### config.mk
export PLATFORM = sky130hd
export DESIGN_NAME = op_sequence_formatter
export DESIGN_NICKNAME = d
export VERILOG_FILES = /design/src/rtl/op_sequence_formatter_pkg.sv /design/src/rtl/op_sequence_formatter_slot_decode.sv /design/src/rtl/op_sequence_formatter.sv
export SDC_FILE = /design/constraint.sdc
export NUM_CORES = 1
export LEC_CHECK = 0
export ABC_CLOCK_PERIOD_IN_PS = 5500
export CAP_MARGIN = 20
export CORE_MARGIN = 2
export CORE_UTILIZATION = 55
export DETAILED_ROUTE_END_ITERATION = 16
export PLACE_DENSITY = 0.84
export RECOVER_POWER = 100
export SLEW_MARGIN = 20
export SYNTH_ARGS = -nofsm -noshare
export SYNTH_HDL_FRONTEND = slang
export SYNTH_SLANG_ARGS = --single-unit
### constraint.sdc
create_clock -name clk -period 5.5 [get_ports clk]
set_clock_uncertainty 0.05 [all_clocks]
set_input_delay 0.825 -clock clk [delete_from_list [all_inputs] [get_ports clk]]
set_output_delay 0.825 -clock clk [all_outputs]
set_load 0.01 [all_outputs]
### src/rtl/op_sequence_formatter_pkg.sv
// Shared slot-field layout, FSM state encoding and sizing helpers for the
// PMBIST op sequence formatter and its slot decoder.
package op_sequence_formatter_pkg;

  localparam int OP_EN_BIT  = 2;
  localparam int OP_INV_BIT = 1;
  localparam int OP_RW_BIT  = 0;

  localparam int OPW_DEFAULT  = 3;
  localparam int NOPS_DEFAULT = 4;
  localparam int DW_DEFAULT   = 8;

  typedef enum logic {
    OPF_IDLE  = 1'b0,
    OPF_ISSUE = 1'b1
  } opf_state_t;

  // A single-slot element still needs a 1-bit index.
  function automatic int idx_width(input int n);
    return (n > 1) ? $clog2(n) : 1;
  endfunction

endpackage

### src/rtl/op_sequence_formatter_slot_decode.sv
// Combinational decode of one op slot into read/write strobes and
// background-polarised data; also used for expected-data generation.
module op_slot_decode
  import op_sequence_formatter_pkg::*;
#(
  parameter int OPW = OPW_DEFAULT,
  parameter int DW  = DW_DEFAULT
) (
  input  logic [OPW-1:0] slot,
  input  logic [DW-1:0]  bg,
  output logic           en,
  output logic           we,
  output logic           re,
  output logic [DW-1:0]  data
);

  assign en   = slot[OP_EN_BIT];
  assign we   = slot[OP_RW_BIT];
  assign re   = ~slot[OP_RW_BIT];
  assign data = slot[OP_INV_BIT] ? ~bg : bg;

endmodule

### src/rtl/op_sequence_formatter.sv
// Walks the enabled op slots of one march element and issues them as memory
// commands, one per cycle, with registered outputs and valid/ready on both sides.
module op_sequence_formatter
  import op_sequence_formatter_pkg::*;
#(
  parameter int OPW  = OPW_DEFAULT,
  parameter int NOPS = NOPS_DEFAULT,
  parameter int DW   = DW_DEFAULT,
  parameter int IW   = idx_width(NOPS)
) (
  input  logic                clk,
  input  logic                rst_n,
  input  logic                op_valid,
  output logic                op_ready,
  input  logic [NOPS*OPW-1:0] op_in,
  input  logic [DW-1:0]       bg_in,
  output logic                mem_valid,
  input  logic                mem_ready,
  output logic                mem_we,
  output logic                mem_re,
  output logic [DW-1:0]       mem_data,
  output logic [OPW-1:0]      mem_op,
  output logic [IW-1:0]       mem_slot,
  output logic                elem_done
);

  // Handshakes: a transfer happens on an edge where valid && ready; valid and
  // its payload hold stable until that edge, and ready never depends on valid.

  opf_state_t          state;
  logic [NOPS*OPW-1:0] elem_q;
  logic [DW-1:0]       bg_q;
  logic [IW-1:0]       idx;

  logic [OPW-1:0] src_slot;
  logic [DW-1:0]  src_bg;
  logic           dec_en;
  logic           dec_we;
  logic           dec_re;
  logic [DW-1:0]  dec_data;

  // In IDLE the decoder looks at slot 0 of the incoming word; in ISSUE it looks
  // ahead at the slot after the current one (zero past the end, so it reads as disabled).
  always_comb begin
    src_slot = '0;
    src_bg   = bg_q;
    if (state == OPF_IDLE) begin
      src_slot = op_in[OPW-1:0];
      src_bg   = bg_in;
    end else begin
      for (int i = 0; i < NOPS; i++) begin
        if (i == int'(idx) + 1) src_slot = elem_q[i*OPW +: OPW];
      end
    end
  end

  op_slot_decode #(.OPW(OPW), .DW(DW)) u_decode (
    .slot (src_slot),
    .bg   (src_bg),
    .en   (dec_en),
    .we   (dec_we),
    .re   (dec_re),
    .data (dec_data)
  );

  always_ff @(posedge clk or negedge rst_n) begin
    if (!rst_n) begin
      state     <= OPF_IDLE;
      elem_q    <= '0;
      bg_q      <= '0;
      idx       <= '0;
      op_ready  <= 1'b1;
      mem_valid <= 1'b0;
      mem_we    <= 1'b0;
      mem_re    <= 1'b0;
      mem_data  <= '0;
      mem_op    <= '0;
      mem_slot  <= '0;
      elem_done <= 1'b0;
    end else begin
      elem_done <= 1'b0;
      case (state)
        OPF_IDLE: begin
          if (op_valid && op_ready) begin
            elem_q <= op_in;
            bg_q   <= bg_in;
            idx    <= '0;
            if (dec_en) begin
              state     <= OPF_ISSUE;
              op_ready  <= 1'b0;
              mem_valid <= 1'b1;
              mem_we    <= dec_we;
              mem_re    <= dec_re;
              mem_data  <= dec_data;
              mem_op    <= src_slot;
              mem_slot  <= '0;
            end else begin
              elem_done <= 1'b1;
            end
          end
        end
        OPF_ISSUE: begin
          if (mem_ready) begin
            if (dec_en) begin
              idx       <= idx + 1'b1;
              mem_we    <= dec_we;
              mem_re    <= dec_re;
              mem_data  <= dec_data;
              mem_op    <= src_slot;
              mem_slot  <= idx + 1'b1;
            end else begin
              state     <= OPF_IDLE;
              op_ready  <= 1'b1;
              mem_valid <= 1'b0;
              mem_we    <= 1'b0;
              mem_re    <= 1'b0;
              mem_data  <= '0;
              mem_op    <= '0;
              mem_slot  <= '0;
              elem_done <= 1'b1;
            end
          end
        end
        default: state <= OPF_IDLE;
      endcase
    end
  end

endmodule
== After elaboration in Yosys (flattened, before gate mapping) ==
Index checks and enable logic that the tools add are counted.

* Equal/unequal tests: 8
* Reductions and logical operators: 6
* Bitwise operators: 3
* $add $sub $neg: 2
* Mux-type cells: 54

{| class="wikitable"
|+ Operators by type and width
! kind !! number
|-
| 2-to-1 mux 8 bit || 6
|-
| == test 2 x 32 -> 1 bit (first input constant) || 1
|-
| == test 3 x 32 -> 1 bit (first input constant) || 1
|-
| logical NOT 32 bit || 1
|-
| 2-to-1 mux 3 bit || 9
|-
| 2-to-1 mux 1 bit || 22
|-
| one-hot mux 8 bit (2 select lines) || 1
|-
| 2-to-1 mux 2 bit || 7
|-
| one-hot mux 1 bit (2 select lines) || 6
|-
| inverter 8 bit || 1
|-
| one-hot mux 2 bit (2 select lines) || 2
|-
| inequality test 2 bit (second input constant) || 3
|-
| one-hot mux 3 bit (2 select lines) || 1
|-
| AND reduction 3 bit || 2
|-
| inequality test 2 x 1 -> 1 bit (second input constant) || 2
|-
| AND reduction 4 bit || 1
|-
| adder 2 x 1 -> 3 bit (second input constant) || 1
|-
| == test 2 x 3 -> 1 bit (first input constant) || 1
|-
| adder 2 x 1 -> 2 bit (second input constant) || 1
|-
| inverter 1 bit || 2
|-
| AND reduction 2 bit || 1
|-
| logical AND 1 bit || 1
|}

* Output and inout port bits: 18
* Register bits: 41
* Input bits: 24

== Logic depth before layout (Yosys ltp) ==
Gate-level depths: netlist (run 1).

* Depth in word-level cells: 11
* Mapped depth: 8

== Modules after synthesis ==
From an unflattened synthesis (run 1), not the netlist that was laid out.

* Cells, all modules: 205
* Area total of the unflattened synthesis: 2020.7 um2

{| class="wikitable"
|+ By module, submodules not included
! module !! seq. area each (um2) !! instances !! area an instance (um2) !! cells an instance
|-
| op_sequence_formatter || 1027.2 || 1 || 1920.6 || 193
|-
| op_slot_decode || 0.0 || 1 || 100.1 || 12
|}

== Worst setup path before layout (run 1) ==
No wires, ideal clock.

* Path kind: register -> register
* From: reg idx[0]
* To: reg idx[1]
* Stages on the path, launching flop included: 7
* Data required time: 5324 ps
* Path slack: 3470 ps
* Arrival: 1854 ps
* Cell sequence: dfrtp_1 inv_1 ha_1 nand4bb_4 a221o_1 and2_4 a311o_1

* Longest elaborated chain between the ends: 9
* Elaborated cells on any way between the ends: 16
* Classes of those cells: add/sub: 2; eq/ne: 4; mux: 8; reduce/logical: 2

{| class="wikitable"
|+ RTL lines
! item !! RTL line !! source
|-
| from (decl) || op_sequence_formatter.sv:33 || <nowiki>logic [IW-1:0] idx;</nowiki>
|-
| from (signal assigned) || op_sequence_formatter.sv:105 || <nowiki>idx <= idx + 1'b1;</nowiki>
|-
| adder 2 x 1 -> 3 bit || op_sequence_formatter.sv:52 || <nowiki>if (i == int'(idx) + 1) src_slot = elem_q[i*OPW +: OPW];</nowiki>
|-
| logical NOT 32 bit || op_sequence_formatter.sv:52 ||
|-
| 2-to-1 mux 3 bit (4 in a row) || op_sequence_formatter.sv:52 ||
|-
| 2-to-1 mux 3 bit || op_sequence_formatter.sv:47 || <nowiki>if (state == OPF_IDLE) begin</nowiki>
|-
| inequality test 2 x 1 -> 1 bit (no line) || -- ||
|-
| AND reduction 3 bit (no line) || -- ||
|}

Several ways; a longest one is shown, not always the timed one. The select of a mux whose other input is x is not followed.
A chain may end at the register's enable or synchronous reset.

== Worst setup path after layout (run 1) ==
* From: in op_valid
* To: reg mem_re

* Longest elaborated chain between the ends: 3

{| class="wikitable"
|+ RTL lines
! item !! RTL line !! source
|-
| from (decl) || op_sequence_formatter.sv:13 || <nowiki>input logic op_valid,</nowiki>
|-
| logical AND 1 bit || op_sequence_formatter.sv:84 || <nowiki>if (op_valid && op_ready) begin</nowiki>
|-
| inequality test 2 x 1 -> 1 bit (no line) || -- ||
|-
| AND reduction 3 bit (no line) || -- ||
|-
| to (signal assigned) || op_sequence_formatter.sv:93 || <nowiki>mem_re <= dec_re;</nowiki>
|-
| to (signal assigned) || op_sequence_formatter.sv:107 || <nowiki>mem_re <= dec_re;</nowiki>
|-
| to (decl) || op_sequence_formatter.sv:20 || <nowiki>output logic mem_re,</nowiki>
|}

Every way passes these cells.

==> impl_metrics.env, run 1 <==
export IMPL_synth_top_cell_area_share_pct=43.9
export IMPL_die_w_um=67.6
export IMPL_multiInputGateArea_mm2=0.00111
export IMPL_antennaDiodeCount=0
export IMPL_cp_end_kind="flop"
export IMPL_ys_top_cells_by_count="67 x nand2_1, 39 x dfrtp_1, 9 x a211oi_1"
export IMPL_critical_path_arrival_ps=2760
export IMPL_hp_class="flop to flop"
export IMPL_grt_busiest_layer="met2"
export IMPL_syn2layout_area_growth_pct=21.4
export IMPL_synth_most_common_cell="nand2_1"
export IMPL_grt_setup_unrepaired="no"
export IMPL_place_hpwl_mm=3.42
export IMPL_yosys_top_cells_area="dfrtp_1 44%, nand2_1 11%, mux2i_1 3.6%"
export IMPL_cts_buffers=5
export IMPL_timing_slew_headroom_pct=-40.2
export IMPL_antenna_found_initial=0
export IMPL_syn_area_mm2=0.00222
export IMPL_cts_root_buf="clkbuf_8"
export IMPL_die_height_um=67.6
export IMPL_dr_total_vias=1884
export IMPL_drc=0
export IMPL_placement_rows=23
export IMPL_yosys_area_top_type="dfrtp_1"
export IMPL_core_area_mm2=0.00394
export IMPL_htree_levels=2
export IMPL_maxCapViolCount=1
export IMPL_setup_ws_ps=2900
export IMPL_worst_pin_slew_ps=2100
export IMPL_pre_cts_slack_ps=2650
export IMPL_p_total_uw=534
export IMPL_synth_main_ff_cell="dfrtp_1"
export IMPL_cp_cell_sequence="dlygate4sd3_1, nand3b_1, nand2_1, o21ai_0, o21ai_0"
export IMPL_grt_max_degree=41
export IMPL_cp_max_fo=20
export IMPL_globalRouteMet1Util_pct=31.7
export IMPL_finalCritPeriodShare_pct=47.2
export IMPL_yosys_warnings=0
export IMPL_regArea_mm2=0.00100
export IMPL_grt_pass1_vias=1815
export IMPL_routabilityCongestion=0.863
export IMPL_cts_max_path_buffers=2
export IMPL_io_pins=42
export IMPL_ir_worst_vdd_uv=122
export IMPL_synthArstFlopShare_pct=100
export IMPL_yosysUniqueCellTypes=43
export IMPL_final_antenna_net_count=0
export IMPL_cpLargestDelayFamily="simple AND/OR/NAND/NOR gates"
export IMPL_cts_resized=0
export IMPL_drt_vias_per_instance=5.78
export IMPL_avgSynthCellArea_um2=9.26
export IMPL_yosysSeqAreaShare_pct=45.1
export IMPL_nets=304
export IMPL_cp_common_cell="o21ai_0"
export IMPL_cts_tree="built"
export IMPL_use_met2_pct=39.5
export IMPL_setup_tns_ps=0
export IMPL_fin_crit_ps=2600
export IMPL_violations="max-capacitance violations, max-slew violations"
export IMPL_grt_use_total_pct=24.7
export IMPL_status="complete, but fails checks"
export IMPL_required_ps=5660
export IMPL_hold_viol=0
export IMPL_syn_num_nets=269
export IMPL_critPathMaxStageDelay_ps=610
export IMPL_detail_route_wl_per_cell_um=15.5
export IMPL_fillers=317
export IMPL_cts_hold_buf=0
export IMPL_path_buf_inv=1
export IMPL_routed_wl_mm=5.05
export IMPL_path_clk_slew_ps=80
export IMPL_synth_edff_count=0
export IMPL_final_max_slew_viol_count=41
export IMPL_critPathLaunchType="input port"
export IMPL_grt_first_pass_wirelength_mm=8.36
export IMPL_drive_gt1_share_pct=4.71
export IMPL_setup_worst_path_class="input port to flop"
export IMPL_start_util_pct=56.4
export IMPL_cts_setup_buffers=0
export IMPL_die_area_mm2=0.00456
export IMPL_maxClockFrequency_mhz=385
export IMPL_p_leak_uw=0.00137
export IMPL_dr_pass1_iters=4
export IMPL_syn_inst=240
export IMPL_powerDensity_mw_per_mm2=198
export IMPL_synth_seq_cells=40
export IMPL_slowest_stage="dlygate4sd3_1"
export IMPL_met3_usage_pct=5.17
export IMPL_insertion_delay_ps=290
export IMPL_overflow=0
export IMPL_setup_viol=0
export IMPL_drtIter0Drc=150
export IMPL_io_buffers=41
export IMPL_clock_sinks=40
-- logic make-up (layout without fill, tap and decap cells) --
kind of cell	count (synthesis)	count (layout)	synth area share, %
buffers and inverters	19	55	3.88
adders and majority gates	5	5	2.82
and+or+nand+nor	124	124	28.9
AOI/OAI and AO/OA	44	44	15.7
DFF	40	40	45.1
muxes	8	8	3.60
-- worst paths after layout --
path,startpoint,end,slack (ps),depth (start not counted)
setup / recovery,op_valid,mem_re$_DFFE_PN0P_,2900,5
max in group asynchronous,rst_n,mem_data[1]$_DFFE_PN0P_,3120,1
hold / removal,mem_slot[0]$_DFFE_PN0P_,mem_slot[0]$_DFFE_PN0P_,430,1
min in group asynchronous,rst_n,bg_q[3]$_DFFE_PN0P_,1090,1
hold reg to reg,mem_slot[0]$_DFFE_PN0P_,mem_slot[0]$_DFFE_PN0P_,430,1
setup reg to reg,idx[0]$_DFFE_PN0P_,mem_re$_DFFE_PN0P_,3030,6
-- layout by cell type (no fill, tap or decap), types with 3 or more instances in the layout --
| cell type | Yosys | final |
|---|---|---|
| nand2_1 | 67 | 67 |
| dfrtp_1 | 39 | 39 |
| clkdlybuf4s50_1 | 0 | 21 |
| dlygate4sd3_1 | 0 | 19 |
| a211oi_1 | 9 | 9 |
| mux2i_1 | 8 | 8 |
| and3_1 | 8 | 8 |
| nor4b_1 | 8 | 8 |
| or3_1 | 8 | 8 |
| o31ai_1 | 8 | 8 |
| nor3_1 | 8 | 8 |
| nor2_1 | 7 | 7 |
| inv_1 | 6 | 6 |
| a21oi_1 | 6 | 6 |
| clkbuf_8 | 0 | 6 |
| o21ai_0 | 4 | 5 |
| ha_1 | 5 | 5 |
| a21o_1 | 4 | 4 |
| nand3b_1 | 3 | 3 |
-- where the power goes --
group	leakage [µW]	internal (µW)	switching (µW)
clock	0.0000510	100	103
combinational	0.000788	19.3	17.4
sequential	0.000535	294	0
-- per-layer routing --
layer	part of all wire, %	wire (µm)
met2	50	2500
met4	1.6	82
met5	0	0
met3	7.3	366
met1	42	2100
-- registers in the layout, indices dropped and copies added (netlist names) --
name	cells
idx	2
elem_done	1
mem_data	8
mem_we	1
bg_q	8
mem_valid	1
mem_slot	2
mem_op	2
mem_re	1
state	1
elem_q	12
op_ready	1
-- area by class of cell --
class	instances	share of cell area, %
Clock buffer	6	3.06
Clock inverter	2	0.371
Inverter	6	0.835
Multi-Input combinational cell	181	41.3
Sequential cell	40	37.2
Tap cell	50	2.32
Timing Repair Buffer	41	15.0
-- through the flow --
stage | hold slack [ps] | area [µm²] | utilization [%] | std cells
final | 425 | 2700 | 68.4 | 326
after global routing | 444 | 2700 | 68.4 | 326
after CTS | 430 | 2720 | 69.0 | 326
after detailed placement | 411 | 2630 | 66.6 | 318
after global placement | 402 | 2630 | 66.6 | 318
after floorplan | 388 | 2220 | - | 240
Note: power is estimated with default switching activity, not from simulation.
==> run 2: changes to the inputs <==
--- a/config.mk
+++ b/config.mk
@@ -5,12 +5,12 @@
 export SDC_FILE = /design/constraint.sdc
 export NUM_CORES = 1
 export LEC_CHECK = 0
-export ABC_CLOCK_PERIOD_IN_PS = 5500
+export ABC_CLOCK_PERIOD_IN_PS = 2260
 export CAP_MARGIN = 20
 export CORE_MARGIN = 2
-export CORE_UTILIZATION = 55
+export CORE_UTILIZATION = 47
 export DETAILED_ROUTE_END_ITERATION = 16
-export PLACE_DENSITY = 0.84
+export PLACE_DENSITY = 0.76
 export RECOVER_POWER = 100
 export SLEW_MARGIN = 20
 export SYNTH_ARGS = -nofsm -noshare
==> constraint.sdc (replaced) <==
create_clock -name clk -period 2.26 [get_ports clk]
set_clock_uncertainty 0.05 [all_clocks]
set_input_delay 0.339 -clock clk [delete_from_list [all_inputs] [get_ports clk]]
set_output_delay 0.339 -clock clk [all_outputs]
set_load 0.01 [all_outputs]
==> impl_metrics.env, run 2 (synthesized netlist as in run 1, its figures left out) <==
export IMPL_layout_cells_non_filler=339
export IMPL_maxClockFrequency_mhz=468
export IMPL_timing_slew_headroom_pct=33.2
export IMPL_maxCapViolCount=0
export IMPL_critical_path_arrival_ps=2280
export IMPL_critPathLaunchType="flop"
export IMPL_critPathMaxStageDelay_ps=440
export IMPL_setup_tns_ps=0
export IMPL_insertion_delay_ps=300
export IMPL_powerDensity_mw_per_mm2=571
export IMPL_grt_pass1_vias=1744
export IMPL_cts_tree="built"
export IMPL_dp_cells=331
export IMPL_cts_root_buf="clkbuf_8"
export IMPL_hold_viol=0
export IMPL_fillers=407
export IMPL_routed_wl_mm=5.30
export IMPL_die_height_um=72.8
export IMPL_grt_use_total_pct=21.3
export IMPL_final_antenna_net_count=0
export IMPL_pwr_share_seq_pct=43.9
export IMPL_switchingPower_uw=311
export IMPL_slowest_stage="dfrtp_1"
export IMPL_antenna_found_initial=0
export IMPL_largestRegisters="elem_q: 12 flops, bg_q: 8 flops, mem_data: 8 flops"
export IMPL_drtIter0Drc=211
export IMPL_largest_register_ffs=12
export IMPL_drive_gt1_share_pct=9.12
export IMPL_start_util_pct=48.0
export IMPL_largest_register="elem_q"
export IMPL_syn2layout_area_growth_pct=28.5
export IMPL_core_area_mm2=0.00463
export IMPL_path_buf_inv=1
export IMPL_place_hpwl_mm=3.54
export IMPL_fin_crit_ps=2140
export IMPL_grt_max_degree=41
export IMPL_cp_end_kind="flop"
export IMPL_drc=0
export IMPL_p_leak_uw=0.00144
export IMPL_die_area_mm2=0.00529
export IMPL_hp_class="input port to asynchronous set/reset pin"
export IMPL_cts_buffers=5
export IMPL_dr_total_vias=1942
export IMPL_worst_pin_slew_ps=1000
export IMPL_met3_usage_pct=5.11
export IMPL_grt_setup_unrepaired="no"
export IMPL_cts_hold_buf=0
export IMPL_cp_cell_sequence="inv_1, ha_1, a21oi_1, a221o_1, and2_4, a311o_1"
export IMPL_status="finished, final reports clean"
export IMPL_regArea_mm2=0.00100
export IMPL_grt_first_pass_wirelength_mm=8.62
export IMPL_routabilityCongestion=0.789
export IMPL_mostFrequentLayoutCells="67 x nand2_1, 39 x dfrtp_1, 22 x clkdlybuf4s50_1"
export IMPL_intPower_uw=1320
export IMPL_overflow=0
export IMPL_setup_viol=0
export IMPL_cts_max_path_buffers=2
export IMPL_required_ps=2400
export IMPL_path_clk_slew_ps=90
export IMPL_nets=313
export IMPL_p_clk_share_pct=50.3
export IMPL_dr_pass1_iters=4
export IMPL_placement_rows=25
export IMPL_setup_worst_path_class="flop to flop"
export IMPL_switching_share_pct=19.1
export IMPL_final_max_slew_viol_count=0
export IMPL_detail_route_wl_per_cell_um=15.6
export IMPL_multiInputGateArea_mm2=0.00114
export IMPL_grt_busiest_layer="met2"
export IMPL_io_buffers=41
export IMPL_cp_max_fo=8
export IMPL_final_common_cell="nand2_1"
export IMPL_ir_worst_vdd_uv=462
export IMPL_cpLargestDelayFamily="compound AO/OA/AOI/OAI gates"
export IMPL_finalCritPeriodShare_pct=94.6
export IMPL_htree_levels=2
export IMPL_use_met2_pct=31.9
export IMPL_globalRouteMet1Util_pct=29.8
export IMPL_clock_sinks=40
export IMPL_antennaDiodeCount=0
export IMPL_drt_vias_per_instance=5.73
export IMPL_pwr_share_comb_pct=5.8
export IMPL_die_w_um=72.8
export IMPL_io_pins=42
[run 2: cell count changes in the layout (fill, tap and decap cells not counted), sizes merged]
cell,previous run,this run
clkinv,2,0
dlygate4sd3,19,18
bufinv,0,3
clkdlybuf4s50,21,22
buf,0,5
clkbuf,7,10
[run 2: power by group through the flow]
| stage | Combinational [µW] | Sequential, µW | Clock (µW) |
|---|---|---|---|
| 2_1_floorplan | 26.5 | 729 | 0 |
| 3_3_place_gp | 92.4 | 729 | 0 |
| 3_5_place_dp | 93.6 | 729 | 0 |
| 4_1_cts | 93.9 | 715 | 824 |
| 5_1_grt | 103 | 715 | 852 |
| 6_report | 94.0 | 715 | 820 |
[run 2: path summary, 6_finish.rpt]
check	slack, ps	cells after the start	to	from
max	120	6	idx[1]$_DFFE_PN0P_	idx[1]$_DFFE_PN0P_
min reg2reg	420	2	elem_q[1]$_DFFE_PN0P_	elem_q[1]$_DFFE_PN0P_
max in group asynchronous	1390	1	elem_q[2]$_DFFE_PN0P_	rst_n
min in group clk	420	2	elem_q[1]$_DFFE_PN0P_	elem_q[1]$_DFFE_PN0P_
min	130	1	bg_q[2]$_DFFE_PN0P_	rst_n
max reg2reg	120	6	idx[1]$_DFFE_PN0P_	idx[1]$_DFFE_PN0P_
[run 2: per-layer routing]
metal | up-vias | routed length, µm
met2 | 69 | 2600
met5 | - | 0
met3 | 6 | 324
met1 | 924 | 2320
li1 | 943 | -
met4 | 0 | 59
[run 2: what timing repair did]
item | 4_1_cts | 5_1_grt
setup endpoints to repair | 0 | 4
resized for setup | 0 | 2
setup buffers | 0 | 0
[run 2: cell type report]
class	count	area share (%)
Sequential cell	40	35.1
Timing Repair Buffer	50	16.2
Tap cell	54	2.37
Inverter	6	0.789
Clock inverter	3	3.16
Clock buffer	5	2.41
Multi-Input combinational cell	181	40.0
[run 2: per-stage QoR]
stage               power, µW  worst slack, ps  instance area (µm²)  hold WS (ps)  utilization (%)
finish                   1630              121                 2860           134             61.7
global route             1670            0.480                 2860           242             61.7
CTS                      1630             80.3                 2870           141             62.0
detailed placement        823             98.6                 2710           409             58.6
global placement          822              186                 2710           407             58.6
floorplan                 756              230                 2220         -6.59                -
==> run 3: changes to the inputs <==
--- a/config.mk
+++ b/config.mk
@@ -8,11 +8,12 @@
 export ABC_CLOCK_PERIOD_IN_PS = 2260
 export CAP_MARGIN = 20
 export CORE_MARGIN = 2
-export CORE_UTILIZATION = 47
+export CORE_UTILIZATION = 46
 export DETAILED_ROUTE_END_ITERATION = 16
 export PLACE_DENSITY = 0.76
 export RECOVER_POWER = 100
 export SLEW_MARGIN = 20
 export SYNTH_ARGS = -nofsm -noshare
 export SYNTH_HDL_FRONTEND = slang
+export SYNTH_HIERARCHICAL = 1
 export SYNTH_SLANG_ARGS = --single-unit
==> impl_metrics.env, run 3 <==
export IMPL_fillers=353
export IMPL_synth_edff_count=0
export IMPL_drt_vias_per_instance=5.16
export IMPL_p_leak_uw=0.00137
export IMPL_io_buffers=41
export IMPL_avgSynthCellArea_um2=9.86
export IMPL_setup_worst_path_class="flop to flop"
export IMPL_cp_end_kind="flop"
export IMPL_placement_rows=24
export IMPL_hp_class="input port to asynchronous set/reset pin"
export IMPL_antenna_found_initial=0
export IMPL_synth_most_common_cell="nand2_1"
export IMPL_syn_area_mm2=0.00202
export IMPL_nets=290
export IMPL_maxCapViolCount=0
export IMPL_dr_pass1_iters=4
export IMPL_layout_cells_non_filler=314
export IMPL_syn_num_nets=234
export IMPL_regArea_mm2=0.00103
export IMPL_drc=0
export IMPL_powerDensity_mw_per_mm2=551
export IMPL_die_area_mm2=0.00494
export IMPL_overflow=0
export IMPL_grt_max_degree=42
export IMPL_final_common_cell="nand2_1"
export IMPL_htree_levels=2
export IMPL_fin_crit_ps=2190
export IMPL_grt_setup_unrepaired="yes"
export IMPL_cts_tree="built"
export IMPL_yosys_top_cells_area="dfrtp_1 50%, nand2_1 10%, a22o_1 5.2%"
export IMPL_die_w_um=70.3
export IMPL_place_hpwl_mm=3.21
export IMPL_synth_seq_cells=41
export IMPL_fin_util_pct=64.9
export IMPL_routed_wl_mm=4.51
export IMPL_critical_path_arrival_ps=2330
export IMPL_maxClockFrequency_mhz=457
export IMPL_final_antenna_net_count=0
export IMPL_status="finished, final reports clean"
export IMPL_core_area_mm2=0.00429
export IMPL_yosys_area_top_type="dfrtp_1"
export IMPL_routabilityCongestion=0.780
export IMPL_ir_worst_vdd_uv=382
export IMPL_clock_sinks=41
export IMPL_finalCritPeriodShare_pct=96.7
export IMPL_syn_inst=205
export IMPL_yosysSeqAreaShare_pct=50.8
export IMPL_dp_cells=302
export IMPL_cp_max_fo=8
export IMPL_cts_hold_buf=0
export IMPL_syn2layout_area_growth_pct=37.8
export IMPL_mostFrequentLayoutCells="56 x nand2_1, 39 x dfrtp_1, 22 x clkdlybuf4s50_1"
export IMPL_drive_gt1_share_pct=21.4
export IMPL_grt_pass1_vias=1535
export IMPL_required_ps=2400
export IMPL_synth_main_ff_cell="dfrtp_1"
export IMPL_setup_viol=0
export IMPL_setup_ws_ps=73.6
export IMPL_hold_viol=0
export IMPL_path_clk_slew_ps=80
export IMPL_largest_register="elem_q"
export IMPL_setup_tns_ps=0
export IMPL_yosys_warnings=6
export IMPL_grt_first_pass_wirelength_mm=7.47
export IMPL_insertion_delay_ps=290
export IMPL_io_pins=42
export IMPL_drtIter0Drc=139
export IMPL_dr_total_vias=1621
export IMPL_final_area_mm2=0.00279
export IMPL_multiInputGateArea_um2=956
export IMPL_cts_buffers=5
export IMPL_final_max_slew_viol_count=0
export IMPL_grt_use_total_pct=19.5
export IMPL_die_height_um=70.3
export IMPL_yosysUniqueCellTypes=30
export IMPL_largest_register_ffs=12
export IMPL_ys_top_cells_by_count="56 x nand2_1, 40 x dfrtp_1, 12 x a22o_1"
export IMPL_cts_max_path_buffers=2
export IMPL_worst_pin_slew_ps=1000
export IMPL_synthArstFlopShare_pct=100
export IMPL_antennaDiodeCount=0
export IMPL_synth_top_cell_area_share_pct=49.5
export IMPL_largestRegisters="elem_q: 12 flops, bg_q: 8 flops, mem_data: 8 flops"
export IMPL_detail_route_wl_per_cell_um=14.3
export IMPL_pre_cts_slack_ps=-305
export IMPL_dpl_cell_area_mm2=0.00255
export IMPL_timing_slew_headroom_pct=33.2
export IMPL_critPathLaunchType="flop"
export IMPL_cts_root_buf="clkbuf_8"
export IMPL_start_util_pct=47.1
run 3: routing by layer:
layer | part of all wire [%] | wire length (µm) | track usage [%]
met1 | 49 | 2200 | 27.3
met2 | 46 | 2060 | 29.8
met3 | 4.0 | 182 | 5.05
met4 | 1.4 | 62 | 5.77
met5 | 0 | 0 | 0
run 3: power breakdown:
group | total [µW] | switching [µW] | internal, µW
sequential | 733 | 0 | 733
combinational | 103 | 45.3 | 57.6
clock | 699 | 260 | 439
run 3: through the flow:
stage	power, µW	hold WS (ps)
2_1_floorplan	783	-6.59
3_3_place_gp	844	402
3_5_place_dp	845	403
4_1_cts	1540	138
5_1_grt	1580	238
6_report	1530	152
run 3: worst paths after layout:
check                      slack (ps)                      end  cells past startpoint              startpoint
min                               150    mem_op[2]$_DFFE_PN0P_                      1                   rst_n
min reg2reg                       420   elem_q[10]$_DFFE_PN0P_                      2  elem_q[10]$_DFFE_PN0P_
max                                70  mem_data[5]$_DFFE_PN0P_                     10      idx[0]$_DFFE_PN0P_
min in group clk                  420   elem_q[10]$_DFFE_PN0P_                      2  elem_q[10]$_DFFE_PN0P_
max reg2reg                        70  mem_data[5]$_DFFE_PN0P_                     10      idx[0]$_DFFE_PN0P_
max in group asynchronous        1330       idx[0]$_DFFE_PN0P_                      1                   rst_n
run 3: worst max-delay path, stage by stage (launching register included):
cell and delay (ps):
dfrtp_2 450, buf_6 140, ha_4 140, nor3b_4 140, buf_4 130, a221o_1 330
o2111ai_2 110, o21ai_2 90, buf_6 150, xor2_1 160, a22o_1 190
run 3: repair_timing:
action | 4_1_cts | 5_1_grt
resized for setup | 6 | 12
setup endpoints to repair | 16 | 18
buffers inserted | 3 | 1
pin swaps | 1 | 10
run 3: layout make-up:
| type | instances | share of cell area [%] |
|---|---|---|
| Clock buffer | 5 | 2.47 |
| Clock inverter | 3 | 2.34 |
| Inverter | 7 | 0.943 |
| Multi-Input combinational cell | 143 | 34.3 |
| Sequential cell | 41 | 36.9 |
| Tap cell | 52 | 2.34 |
| Timing Repair Buffer | 63 | 20.7 |
run 3: logic make-up (layout without fill, tap and decap cells):
group | Yosys count | after routing | synth area share [%]
compound gates | 40 | 40 | 14.7
xor+xnor | 8 | 8 | 3.47
flops | 41 | 41 | 50.8
buf+inv | 21 | 78 | 5.63
simple gates | 82 | 82 | 17.8
mux | 8 | 8 | 4.46
fa+ha+maj | 5 | 5 | 3.10
